### src/rtl/icache_tag_ram_ctrl_pkg.sv
// Shared types for the instruction-cache tag RAM controller: sequencer states
// and tag word field positions.
package icache_tag_ctrl_pkg;

  typedef enum logic [1:0] {
    START = 2'd0,
    SWEEP = 2'd1,
    RUN   = 2'd2
  } state_t;

  localparam int unsigned VALID_BIT = 0;

endpackage

### src/rtl/icache_tag_ram_ctrl_if.sv
// Bus bundle between the cache controller (master) and the tag RAM controller
// (slave), including the tag RAM side of the controller.
interface icache_tag_ram_ctrl_if #(
  parameter int unsigned addr_width = 6,
  parameter int unsigned data_width = 7
);

  logic                  flush_req_i;
  logic                  flush_ack_o;
  logic                  busy_o;
  logic                  lkp_req_i;
  logic [addr_width-1:0] lkp_addr_i;
  logic                  lkp_gnt_o;
  logic                  lkp_rvalid_o;
  logic [data_width-1:0] lkp_rdata_o;
  logic                  wr_req_i;
  logic [addr_width-1:0] wr_addr_i;
  logic [data_width-1:0] wr_data_i;
  logic                  wr_gnt_o;
  logic                  mem_req_o;
  logic                  mem_write_o;
  logic [addr_width-1:0] mem_addr_o;
  logic [data_width-1:0] mem_wdata_o;
  logic [data_width-1:0] mem_rdata_i;

  modport slave (
    input  flush_req_i, lkp_req_i, lkp_addr_i, wr_req_i, wr_addr_i, wr_data_i, mem_rdata_i,
    output flush_ack_o, busy_o, lkp_gnt_o, lkp_rvalid_o, lkp_rdata_o, wr_gnt_o,
           mem_req_o, mem_write_o, mem_addr_o, mem_wdata_o
  );

  modport master (
    output flush_req_i, lkp_req_i, lkp_addr_i, wr_req_i, wr_addr_i, wr_data_i, mem_rdata_i,
    input  flush_ack_o, busy_o, lkp_gnt_o, lkp_rvalid_o, lkp_rdata_o, wr_gnt_o,
           mem_req_o, mem_write_o, mem_addr_o, mem_wdata_o
  );

endinterface

### src/rtl/icache_tag_ram_ctrl.sv
// Tag RAM sequencer/arbiter: clears the bank after reset and on flush, then
// shares the single port between lookups and refill writes.
//
// state | meaning
// START | reset state, no memory access
// SWEEP | writing '0 to index cnt, one entry per cycle
// RUN   | normal operation, lookup/write arbitration
module icache_tag_ram_ctrl
  import icache_tag_ctrl_pkg::*;
#(
  parameter int unsigned addr_width = 6,
  parameter int unsigned data_width = 7
) (
  input logic                 clk,
  input logic                 rst,
  icache_tag_ram_ctrl_if.slave bus
);

  localparam logic [addr_width-1:0] CNT_LAST = '1;

  state_t                state;
  logic [addr_width-1:0] cnt;
  logic                  prio_lkp;
  logic                  busy;
  logic                  flush_ack;
  logic                  lkp_rvalid;
  logic                  wr_gnt;
  logic                  lkp_gnt;

  // Writes win unless a lookup has already been passed over by a write.
  always_comb begin
    wr_gnt  = 1'b0;
    lkp_gnt = 1'b0;
    if (state == RUN) begin
      wr_gnt  = bus.wr_req_i && !(prio_lkp && bus.lkp_req_i);
      lkp_gnt = bus.lkp_req_i && !wr_gnt;
    end
  end

  always_comb begin
    bus.mem_req_o   = 1'b0;
    bus.mem_write_o = 1'b0;
    bus.mem_addr_o  = '0;
    bus.mem_wdata_o = '0;
    if (state == SWEEP) begin
      bus.mem_req_o   = 1'b1;
      bus.mem_write_o = 1'b1;
      bus.mem_addr_o  = cnt;
    end else if (wr_gnt) begin
      bus.mem_req_o   = 1'b1;
      bus.mem_write_o = 1'b1;
      bus.mem_addr_o  = bus.wr_addr_i;
      bus.mem_wdata_o = bus.wr_data_i;
    end else if (lkp_gnt) begin
      bus.mem_req_o   = 1'b1;
      bus.mem_addr_o  = bus.lkp_addr_i;
    end
  end

  always_ff @(posedge clk or posedge rst) begin
    if (rst) begin
      state      <= START;
      cnt        <= '0;
      prio_lkp   <= 1'b0;
      busy       <= 1'b1;
      flush_ack  <= 1'b0;
      lkp_rvalid <= 1'b0;
    end else begin
      flush_ack  <= 1'b0;
      lkp_rvalid <= lkp_gnt;
      case (state)
        START: begin
          state <= SWEEP;
          cnt   <= '0;
          busy  <= 1'b1;
        end
        // Flush requests seen here are absorbed by the sweep in progress.
        SWEEP: begin
          if (cnt == CNT_LAST) begin
            state     <= RUN;
            busy      <= 1'b0;
            flush_ack <= 1'b1;
          end else begin
            cnt <= cnt + 1'b1;
          end
        end
        RUN: begin
          if (wr_gnt && bus.lkp_req_i) prio_lkp <= 1'b1;
          else if (lkp_gnt)            prio_lkp <= 1'b0;
          if (bus.flush_req_i) begin
            state <= SWEEP;
            cnt   <= '0;
            busy  <= 1'b1;
          end
        end
        default: state <= START;
      endcase
    end
  end

  assign bus.wr_gnt_o     = wr_gnt;
  assign bus.lkp_gnt_o    = lkp_gnt;
  assign bus.busy_o       = busy;
  assign bus.flush_ack_o  = flush_ack;
  assign bus.lkp_rvalid_o = lkp_rvalid;
  assign bus.lkp_rdata_o  = bus.mem_rdata_i;

endmodule
### src/flat_wrapper.sv
// flat-port wrapper written by rule: the top's interface ports become plain ports
module icache_tag_ram_ctrl_flat import icache_tag_ctrl_pkg::*;
#(
  parameter int unsigned addr_width = 6,
  parameter int unsigned data_width = 7
)
  (clk, rst, bus_flush_req_i, bus_lkp_req_i, bus_lkp_addr_i, bus_wr_req_i, bus_wr_addr_i, bus_wr_data_i, bus_mem_rdata_i, bus_flush_ack_o, bus_busy_o, bus_lkp_gnt_o, bus_lkp_rvalid_o, bus_lkp_rdata_o, bus_wr_gnt_o, bus_mem_req_o, bus_mem_write_o, bus_mem_addr_o, bus_mem_wdata_o);
  icache_tag_ram_ctrl_if #(.addr_width(addr_width), .data_width(data_width)) bus_i ();
  input logic clk;
  input logic rst;
  input wire logic [$bits(bus_i.flush_req_i)-1:0] bus_flush_req_i;
  input wire logic [$bits(bus_i.lkp_req_i)-1:0] bus_lkp_req_i;
  input wire logic [$bits(bus_i.lkp_addr_i)-1:0] bus_lkp_addr_i;
  input wire logic [$bits(bus_i.wr_req_i)-1:0] bus_wr_req_i;
  input wire logic [$bits(bus_i.wr_addr_i)-1:0] bus_wr_addr_i;
  input wire logic [$bits(bus_i.wr_data_i)-1:0] bus_wr_data_i;
  input wire logic [$bits(bus_i.mem_rdata_i)-1:0] bus_mem_rdata_i;
  output wire logic [$bits(bus_i.flush_ack_o)-1:0] bus_flush_ack_o;
  output wire logic [$bits(bus_i.busy_o)-1:0] bus_busy_o;
  output wire logic [$bits(bus_i.lkp_gnt_o)-1:0] bus_lkp_gnt_o;
  output wire logic [$bits(bus_i.lkp_rvalid_o)-1:0] bus_lkp_rvalid_o;
  output wire logic [$bits(bus_i.lkp_rdata_o)-1:0] bus_lkp_rdata_o;
  output wire logic [$bits(bus_i.wr_gnt_o)-1:0] bus_wr_gnt_o;
  output wire logic [$bits(bus_i.mem_req_o)-1:0] bus_mem_req_o;
  output wire logic [$bits(bus_i.mem_write_o)-1:0] bus_mem_write_o;
  output wire logic [$bits(bus_i.mem_addr_o)-1:0] bus_mem_addr_o;
  output wire logic [$bits(bus_i.mem_wdata_o)-1:0] bus_mem_wdata_o;
  assign bus_i.flush_req_i = bus_flush_req_i;
  assign bus_i.lkp_req_i = bus_lkp_req_i;
  assign bus_i.lkp_addr_i = bus_lkp_addr_i;
  assign bus_i.wr_req_i = bus_wr_req_i;
  assign bus_i.wr_addr_i = bus_wr_addr_i;
  assign bus_i.wr_data_i = bus_wr_data_i;
  assign bus_i.mem_rdata_i = bus_mem_rdata_i;
  assign bus_flush_ack_o = bus_i.flush_ack_o;
  assign bus_busy_o = bus_i.busy_o;
  assign bus_lkp_gnt_o = bus_i.lkp_gnt_o;
  assign bus_lkp_rvalid_o = bus_i.lkp_rvalid_o;
  assign bus_lkp_rdata_o = bus_i.lkp_rdata_o;
  assign bus_wr_gnt_o = bus_i.wr_gnt_o;
  assign bus_mem_req_o = bus_i.mem_req_o;
  assign bus_mem_write_o = bus_i.mem_write_o;
  assign bus_mem_addr_o = bus_i.mem_addr_o;
  assign bus_mem_wdata_o = bus_i.mem_wdata_o;
  icache_tag_ram_ctrl #(.addr_width(addr_width), .data_width(data_width)) u_core (.clk(clk), .rst(rst), .bus(bus_i));
endmodule
### config.mk
export PLATFORM = sky130hd
export DESIGN_NAME = icache_tag_ram_ctrl_flat
export DESIGN_NICKNAME = d
export VERILOG_FILES = /design/src/rtl/icache_tag_ram_ctrl_pkg.sv /design/src/rtl/icache_tag_ram_ctrl_if.sv /design/src/rtl/icache_tag_ram_ctrl.sv /design/src/flat_wrapper.sv
export SDC_FILE = /design/constraint.sdc
export NUM_CORES = 1
export LEC_CHECK = 0
export BUFFER_PORTS_ARGS = -buffer_cell sky130_fd_sc_hd__buf_2
export CORE_MARGIN = 5
export CORE_UTILIZATION = 41
export DETAILED_ROUTE_END_ITERATION = 10
export HOLD_SLACK_MARGIN = 0.1
export PLACE_DENSITY = 0.87
export SYNTH_ARGS = -nofsm -noshare
export SYNTH_HDL_FRONTEND = slang
export SYNTH_SLANG_ARGS = --single-unit
### constraint.sdc
create_clock -name clk -period 1.5 [get_ports clk]
set_input_delay 0.225 -clock clk [delete_from_list [all_inputs] [get_ports clk]]
set_output_delay 0.225 -clock clk [all_outputs]
set_load 0.02 [all_outputs]
==> metrics.txt <==
RSZ-0062 raised after global routing true; DIE AREA 0.00312 mm2; Placed Cells 153; PwrDens 511 mW/mm2; register area share after synthesis 35.0%; row cnt 16; die height 55.8 um; WL/cell 16.4 um; WP data arrival 1.55 ns; Cell Count, Final, Fillers Out 158; initial antenna violation count 0; grt ovf 0; Avg Inst Size Synth 9.89 um2; type of origin of the critical path register; Total Wirelength 2600 um; Max clock buf depth 2; H-tree levels 1; Leak Pwr 0.000636 uW; pre-CTS worst setup slack 0.0204 ns; total CTS buffers 3; post-route setup TNS -3.80 ns; largest net degree at the start of global routing 17; final count of pins violating max slew 0; total track usage 16.4%; Final Core Density 62.7%; Layout area overhead 44.3%; Final min period 1.78 ns; first-pass GRT wire length 4050 um; Fin Clk Skew 0.0104 ns; Die Wd 55.8 um; Iter 0 DRT Violations 24; Synth cell types 36; most common cell after layout, fill and taps aside buf_2; core region area 0.00198 mm2; Hold Vio Cnt, Final 0; Max VDD drop 0.360 mV; clk root buf clkbuf_4; failing checks setup timing; Layout Nets 164; Ys Warns 0; part of the cycle the worst path needs 118%; mapped cell area 861 um2; routability cong. 0.873; Top Ports 58; Slew @ Worst Pin 0.476 ns; crit path max fanout 8; worst skew pair latency 0.28 ns; DP HPWL 1830 um; DRC 0; CP Capture Type output port; Synth Instances 87; clock sink count 12; vias in the first global route 861; ANT nets after route 0; Setup-failing EPs final 16; Worst slew margin 68.2%; commonest non-fill, non-tap cells in the layout buf_2 (27), buf_6 (12), buf_4 (10), dfrtp_1 (10), inv_1 (7); Synth Net Count 119; status finished, violations left; CTS clock-pin slew for the worst setup and hold paths 0.08 ns; EDFF count, synth 0; initial core utilization 43.4%; Critical Path RT 1.27 ns; max_cap viols 0; #FFs+latches synth 12; ys flop type dfrtp_1; TritonRoute pass-1 iters 4; asr flop ratio synth 100%; Crit Path Category register to output port; via count 876; CTS tree yes; Fmax 563 MHz; Final WS setup -0.277 ns; share of layout cells above drive strength 1 51.1%; Ant. Diodes 0; Hold WC Path Type input port to register; PortBufs 43; vias per cell 5.54
## metrics by stage
| stage | cell area, um2 | power, uW | hold WS, ns |
|---|---|---|---|
| final | 1240 | 635 | 0.208 |
| after floorplan | 861 | 370 | 0.0890 |
| after global routing | 1240 | 665 | 0.223 |
| after CTS | 1220 | 639 | 0.211 |
| after global placement | 1080 | 376 | 0.256 |
| after detailed placement | 1080 | 377 | 0.256 |
## synthesized netlist by cell type (2+ instances only)
cell type / count / area, um2
buf_6: 3 / 33.8
a22o_1: 2 / 17.5
a211oi_1: 2 / 15.0
nor2b_1: 3 / 18.8
nand4_1: 2 / 12.5
o21ai_0: 3 / 15.0
nand2b_4: 2 / 27.5
and2_1: 7 / 43.8
buf_4: 7 / 52.6
and3_1: 2 / 12.5
inv_1: 7 / 26.3
a221o_1: 6 / 60.1
nor3b_1: 7 / 52.6
dfrtp_1: 11 / 275
a31oi_1: 2 / 12.5
## power by group
part           internal (uW)  switching, uW
clock                    148            111
combinational           27.9           25.1
sequential               323              0
## final cells by class
| class | instances | area, um2 |
|---|---|---|
| tap | 27 | 33.8 |
| inverter | 7 | 26.3 |
| timing repair buffer | 51 | 375 |
| multi-input combinational | 57 | 468 |
| fill | 154 | 739 |
| sequential | 12 | 303 |
| clock buffer | 4 | 36.3 |
## what timing repair did
action,CTS,global route
gates cloned,0,0
endpoints found under the setup margin,17,17
hold endpoints to repair,11,0
hold buffers,1,0
pin swaps,0,1
resized for setup,29,6
setup buffers,1,0
## cell families (layout without fill, tap and decap cells)
logic type      count (synthesis)  in the layout  synth area share (%)
flops                          12             12                  35.0
mux                             2              2                  2.47
compound gates                 22             22                  21.4
fa+ha+maj                       1              1                  1.45
simple gates                   32             32                  26.0
buf+inv                        18             62                  13.7
## routing by layer
metal | track usage (%) | vias to the layer above | wire length, um | part of all wire, %
li1 | - | 404 | - | -
met1 | 16.9 | 411 | 924 | 36
met2 | 28.7 | 48 | 1390 | 53
met3 | 6.96 | 13 | 198 | 7.6
met4 | 7.46 | 0 | 88 | 3.4
met5 | 0 | - | 0 | 0
## final timing paths
path	from	to	slack, ns	cells past startpoint
worst max-delay path	u_core.prio_lkp	bus_mem_req_o	-0.28	5
worst max register to register	u_core.state[0]	u_core.cnt[4]	0.05	4
max in group asynchronous	rst	u_core.state[1]	0.65	3
min in group asynchronous	rst	u_core.bus.lkp_rvalid_o	0.49	3
worst min register to register	u_core.bus.busy_o	u_core.bus.busy_o	0.54	1
worst min-delay path	bus_flush_req_i	u_core.state[1]	0.21	2
## sequential cells by signal (all words and copies together), names as in the netlist
register / count
u_core.cnt: 6
u_core.bus.busy_o: 1
u_core.bus.lkp_rvalid_o: 1
u_core.state: 2
u_core.prio_lkp: 1
u_core.bus.flush_ack_o: 1
## critical path, stage by stage, from the launching register on
cell and delay [ns]:
dfrtp_1 0.40, nor2b_1 0.12, buf_4 0.18, nor2_4 0.06, or3_1 0.36, buf_6 0.15
Power figures use the tool's default switching activity.
